===== src/rtl/cpu_run_ctrl_pkg.sv =====
// Shared types and constants for the RV32 run controller.
package cpu_run_ctrl_pkg;

  typedef enum logic [2:0] {
    HOLD    = 3'd0,
    RUN     = 3'd1,
    PASS    = 3'd2,
    FAIL    = 3'd3,
    TIMEOUT = 3'd4
  } run_state_t;

  localparam int TOHOST_PASS_VAL = 1;

endpackage


===== src/rtl/sat_counter.sv =====
// Up-counter with synchronous clear that sticks at all-ones instead of wrapping.
module sat_counter #(
  parameter int WIDTH = 32
) (
  input  logic             i_clk,
  input  logic             i_reset_n,
  input  logic             i_clr,
  input  logic             i_en,
  output logic [WIDTH-1:0] o_cnt
);

  logic [WIDTH-1:0] cnt_q, cnt_d;

  always_comb begin
    cnt_d = cnt_q;
    if (i_clr) begin
      cnt_d = '0;
    end else if (i_en && (cnt_q != '1)) begin
      cnt_d = cnt_q + WIDTH'(1);
    end
  end

  always_ff @(posedge i_clk or negedge i_reset_n) begin
    if (!i_reset_n) begin
      cnt_q <= '0;
    end else begin
      cnt_q <= cnt_d;
    end
  end

  assign o_cnt = cnt_q;

endmodule


===== src/rtl/cpu_run_ctrl.sv =====
// Run controller: sequences the core reset, snoops the tohost store and
// reports pass/fail/timeout together with cycle and retire counts.
module cpu_run_ctrl
  import cpu_run_ctrl_pkg::*;
#(
  parameter int                    DATA_WIDTH     = 32,
  parameter int                    RESET_CYCLES   = 3,
  parameter int                    TIMEOUT_CYCLES = 100,
  parameter int                    CNT_WIDTH      = 32,
  parameter logic [DATA_WIDTH-1:0] TOHOST_ADDR    = 'h0000_1000
) (
  input  logic                  i_clk,
  input  logic                  i_reset_n,
  input  logic                  i_restart,
  input  logic                  i_dmem_we,
  input  logic [DATA_WIDTH-1:0] i_dmem_addr,
  input  logic [DATA_WIDTH-1:0] i_dmem_wdata,
  input  logic                  i_instr_retire,
  output logic                  o_cpu_reset_n,
  output logic                  o_done,
  output logic                  o_pass,
  output logic                  o_fail,
  output logic                  o_timeout,
  output logic [DATA_WIDTH-1:0] o_exit_code,
  output logic [CNT_WIDTH-1:0]  o_cycle_cnt,
  output logic [CNT_WIDTH-1:0]  o_retire_cnt
);

  localparam int HOLD_W = $clog2(RESET_CYCLES + 1);
  // Budget counter is independent of CNT_WIDTH so a narrow, saturating
  // cycle counter cannot hide the timeout.
  localparam int BUD_W  = $clog2(TIMEOUT_CYCLES + 1);

  run_state_t            state_q, state_d;
  logic [HOLD_W-1:0]     hold_q, hold_d;
  logic [BUD_W-1:0]      budget_q, budget_d;
  logic [DATA_WIDTH-1:0] exit_q, exit_d;
  logic                  cpu_rst_n_q, done_q, pass_q, fail_q, timeout_q;
  logic                  in_run, hit, clr;

  assign in_run = (state_q == RUN);
  assign hit    = in_run && i_dmem_we && (i_dmem_addr == TOHOST_ADDR) &&
                  (i_dmem_wdata != '0);

  always_comb begin
    state_d  = state_q;
    hold_d   = hold_q;
    budget_d = budget_q;
    exit_d   = exit_q;
    clr      = 1'b0;
    unique case (state_q)
      HOLD: begin
        if (hold_q == HOLD_W'(RESET_CYCLES - 1)) begin
          state_d = RUN;
        end else begin
          hold_d = hold_q + HOLD_W'(1);
        end
      end
      RUN: begin
        budget_d = budget_q + BUD_W'(1);
        if (hit) begin
          exit_d  = i_dmem_wdata >> 1;
          state_d = (i_dmem_wdata == DATA_WIDTH'(TOHOST_PASS_VAL)) ? PASS : FAIL;
        end else if (budget_q == BUD_W'(TIMEOUT_CYCLES - 1)) begin
          state_d = TIMEOUT;
        end
      end
      default: begin
        if (i_restart) begin
          state_d  = HOLD;
          hold_d   = '0;
          budget_d = '0;
          exit_d   = '0;
          clr      = 1'b1;
        end
      end
    endcase
  end

  always_ff @(posedge i_clk or negedge i_reset_n) begin
    if (!i_reset_n) begin
      state_q     <= HOLD;
      hold_q      <= '0;
      budget_q    <= '0;
      exit_q      <= '0;
      cpu_rst_n_q <= 1'b0;
      done_q      <= 1'b0;
      pass_q      <= 1'b0;
      fail_q      <= 1'b0;
      timeout_q   <= 1'b0;
    end else begin
      state_q     <= state_d;
      hold_q      <= hold_d;
      budget_q    <= budget_d;
      exit_q      <= exit_d;
      cpu_rst_n_q <= (state_d == RUN);
      done_q      <= (state_d == PASS) || (state_d == FAIL) || (state_d == TIMEOUT);
      pass_q      <= (state_d == PASS);
      fail_q      <= (state_d == FAIL);
      timeout_q   <= (state_d == TIMEOUT);
    end
  end

  sat_counter #(.WIDTH(CNT_WIDTH)) u_cycle_cnt (
    .i_clk     (i_clk),
    .i_reset_n (i_reset_n),
    .i_clr     (clr),
    .i_en      (in_run),
    .o_cnt     (o_cycle_cnt)
  );

  sat_counter #(.WIDTH(CNT_WIDTH)) u_retire_cnt (
    .i_clk     (i_clk),
    .i_reset_n (i_reset_n),
    .i_clr     (clr),
    .i_en      (in_run && i_instr_retire),
    .o_cnt     (o_retire_cnt)
  );

  assign o_cpu_reset_n = cpu_rst_n_q;
  assign o_done        = done_q;
  assign o_pass        = pass_q;
  assign o_fail        = fail_q;
  assign o_timeout     = timeout_q;
  assign o_exit_code   = exit_q;

endmodule


===== config.mk =====
export PLATFORM = sky130hd
export DESIGN_NAME = cpu_run_ctrl
export DESIGN_NICKNAME = d
export VERILOG_FILES = /design/src/rtl/cpu_run_ctrl_pkg.sv /design/src/rtl/sat_counter.sv /design/src/rtl/cpu_run_ctrl.sv
export SDC_FILE = /design/constraint.sdc
export NUM_CORES = 1
export LEC_CHECK = 0
export ABC_AREA = 1
export ABC_CLOCK_PERIOD_IN_PS = 2400
export CAP_MARGIN = 20
export CORE_UTILIZATION = 28
export CTS_BUF_LIST = sky130_fd_sc_hd__clkbuf_8
export DETAILED_ROUTE_END_ITERATION = 16
export HOLD_SLACK_MARGIN = 0.02
export SETUP_SLACK_MARGIN = 0.5
export SLEW_MARGIN = 20
export SYNTH_ARGS = -nofsm -noshare
export SYNTH_HDL_FRONTEND = slang
export SYNTH_SLANG_ARGS = --single-unit

===== constraint.sdc =====
create_clock -name i_clk -period 2.4 [get_ports i_clk]
set_input_delay 0.48 -clock i_clk [delete_from_list [all_inputs] [get_ports i_clk]]
set_output_delay 0.48 -clock i_clk [all_outputs]
set_load 0.05 [all_outputs]

==> impl_metrics.yaml <==
power_and_ir_drop:
  peakVddDrop_v: 0.000365
  p_total_mw: 6.92
  cellPowerDensity_nw_per_um2: 755
  p_leak_nw: 4.31
timing:
  rsz0062_at_grt: "true"
  totalNegativeSetupSlack_ps: 0
  finalMaxSlewViolations: 0
  slew_headroom_pct: 57.6
  fin_crit_ps: 1860
  fmax_mhz: 539
  setup_viol: 0
  setup_ws_ps: 544
  finClkSkew_ps: 16.4
  finalCritPeriodShare_pct: 77.3
  final-hold-violation-count: 0
  tightest_slew_ps: 636
synth:
  ys_warn_count: 0
  synth_xor_area_share_pct: 2.19
  yosysTopAreaCell: "dfrtp_1"
  synth_top_family_by_area: "simple AND/OR/NAND/NOR gates"
  synth_cells: 943
  ys_ff_latch: 112
  avgSynthCellArea_um2: 7.21
  synth_top_cell_area_share_pct: 41.2
  synth_fa_ha_area_share_pct: 0.736
  synthMuxAreaShare_pct: 0
  syn-num-nets: 1016
  synth.distinct_cells: 39
  ys_seq_area_share_pct: 41.2
  yosys.area_share.simple_pct: 38.9
  synth.area.top_cells: "dfrtp_1, nand2_1, nor2_1"
  synth_compound_area_share_pct: 7.91
  synth_area_um2: 6800
global_routing:
  use_met3_pct: 5.20
  grt_max_degree: 113
  grt_first_pass_wirelength_um: 32700
  grt-ovfl-total: 0
  grt_use_met1_pct: 21.6
  grt_pass1_vias: 6504
  grt_usage_pct: 16.7
  grt_busiest_layer: "met2"
  grt_antenna_before_repair: 0
  met2_usage_pct: 26.9
worst_hold_path:
  hold_class: "input port to asynchronous set/reset pin"
clocking:
  clkLatencyLatePin_ps: 390
  htreeDepth: 3
  cts_made_buffers: 9
  clkSinkCount: 112
  clockRootBuffer: "clkbuf_8"
  cts_tree: "yes"
  clk_pin_slew_ps: 110
  clockBufferDepth: 2
die:
  dieArea_um2: 24900
  num_rows: 56
  coreArea_um2: 23600
  die_h_um: 158
  start_util_pct: 28.8
  fp.dieW_um: 158
  num_io_pins: 170
layout:
  areaGrowthSynthToFinish_pct: 34.7
  final_cell_area_um2: 9160
  num_antenna_cells: 0
  drive_above_1_share_pct: 15.7
  nets: 1204
  fillers: 2513
routing:
  ant_nets: 0
  drc: 0
  vias_per_cell: 4.60
  wl_per_cell_um: 13.8
  drt_wl_total_um: 20100
  drtPass1Iterations: 6
  vias: 6696
  drtIter0Drc: 343
setup_path:
  critical_path_class: "flip-flop to primary output"
  max_stage_delay_ps: 560
  worstSetupEndpointType: "primary output"
  worstPathRequired_ps: 1920
  path_max_fanout: 4
  arrival_ps: 1380
  crit_chain: "dlygate4sd2_1"
  startpoint_type: "flip-flop"
  slowest_stage: "dlygate4sd2_1"
  path_buf_inv: 1
  crit_family: "buffers and inverters"
placed_design:
  gp_congestion: 0.876
  place_area_um2: 8870
  portBuffers: 168
  dp_hpwl_um: 15000
  dp_slack_ps: 175
outcome:
  status: "finished, final reports clean"
job:
  max_cap_violations: 0
metal layers:
layer  vias up  part of all wire, %
li1       3394                    -
met1      3081                   45
met2       201                   46
met3        20                  7.8
met4         0                  1.3
met5         -                    0
placed cells by master, fill, tap and decap left out, types with 13 or more instances in the layout:
cell             instances
nand2_2                 13
o21ai_0                 26
inv_1                  106
clkdlybuf4s15_2         13
nand4_1                 34
o21ai_2                 15
buf_4                   31
clkbuf_2                18
o21ai_1                 26
clkdlybuf4s15_1         17
nor3_1                  33
nand3_1                 70
dlygate4sd2_1           52
nand2_1                255
nor2_1                 126
dfrtp_1                101
clkdlybuf4s50_1         67
report_power, final:
part	internal (mW)	switching, mW	leakage, nW	total (mW)
Sequential	2.24	0.424	1.47	2.66
Clock	0.540	0.693	0.107	1.23
Combinational	0.939	2.08	2.73	3.02
timing repair:
action | in CTS | in global routing
setup buffers | 0 | 16
gates cloned | 0 | 1
pin swaps | 0 | 5
setup endpoints to repair | 116 | 126
hold buffers | 0 | 0
gates resized for setup | 138 | 71
cells in the mapped netlist:
cell type  count
a21oi_1       12
a21oi_2        5
a32o_1         2
and2_0         1
and2_1         1
and3_1         1
buf_1          2
buf_2         12
buf_4          2
buf_6          7
clkbuf_1       1
clkinv_1       1
conb_1         1
dfrtp_1      112
ha_1           4
inv_1        106
inv_2         11
nand2_1      257
nand2_2       13
nand2_4        3
nand3_1       71
nand3_2        5
nand3b_1       2
nand4_1       34
nor2_1       132
nor2_2         6
nor2_4         7
nor2_8         1
nor3_1        34
nor3_2         6
nor3_4         2
nor3b_1        1
nor3b_2        1
o21ai_0       30
o21ai_1       22
o21ai_2       15
o31ai_1        3
xnor2_1        5
xor2_1        12
sequential cells by signal, summed over array words and instances, names as in the netlist:
register,count
o_cpu_reset_n,1
state_q,3
budget_q,7
o_fail,1
o_done,1
o_pass,1
o_exit_code,31
o_timeout,1
hold_q,2
u_retire_cnt.o_cnt,32
u_cycle_cnt.o_cnt,32
per-stage QoR:
step           hold slack (ps)  std cells  util, %
3_5_place_dp               461       1422     37.6
3_3_place_gp               454       1422     37.6
5_1_grt                    200       1455     38.8
4_1_cts                    192       1438     38.1
6_report                   173       1455     38.8
2_1_floorplan              184        943        -
kinds of logic (layout without fill, tap and decap cells):
logic type,after synthesis,count (layout)
other,1,1
AOI/OAI and AO/OA,89,89
DFF,112,112
and+or+nand+nor,578,579
xor gates and xnor gates,17,17
adders and majority gates,4,4
buffers and inverters,142,334
path summary, 6_finish.rpt:
check / start / cells past startpoint / endpoint / slack (ps)
setup / recovery: u_cycle_cnt.o_cnt[12] / 1 / o_cycle_cnt[12] / 540
setup reg to reg: u_retire_cnt.o_cnt[22] / 11 / u_retire_cnt.o_cnt[6] / 590
hold reg to reg: o_exit_code[12] / 2 / o_exit_code[12] / 480
hold / removal: i_reset_n / 2 / o_exit_code[26] / 170
min in group i_clk: o_exit_code[12] / 2 / o_exit_code[12] / 480
max in group asynchronous: i_reset_n / 2 / u_retire_cnt.o_cnt[11] / 1730
area by class of cell:
cell class	instances	area (um^2)	share of cell area, %
Multi-Input combinational cell	690	3490	38.1
Sequential cell	112	2820	30.8
Timing Repair Buffer	200	1810	19.7
Inverter	118	445	4.86
Tap cell	319	399	4.36
Clock buffer	11	151	1.65
Clock inverter	5	55.1	0.601
(Power assumes the default switching activity.)
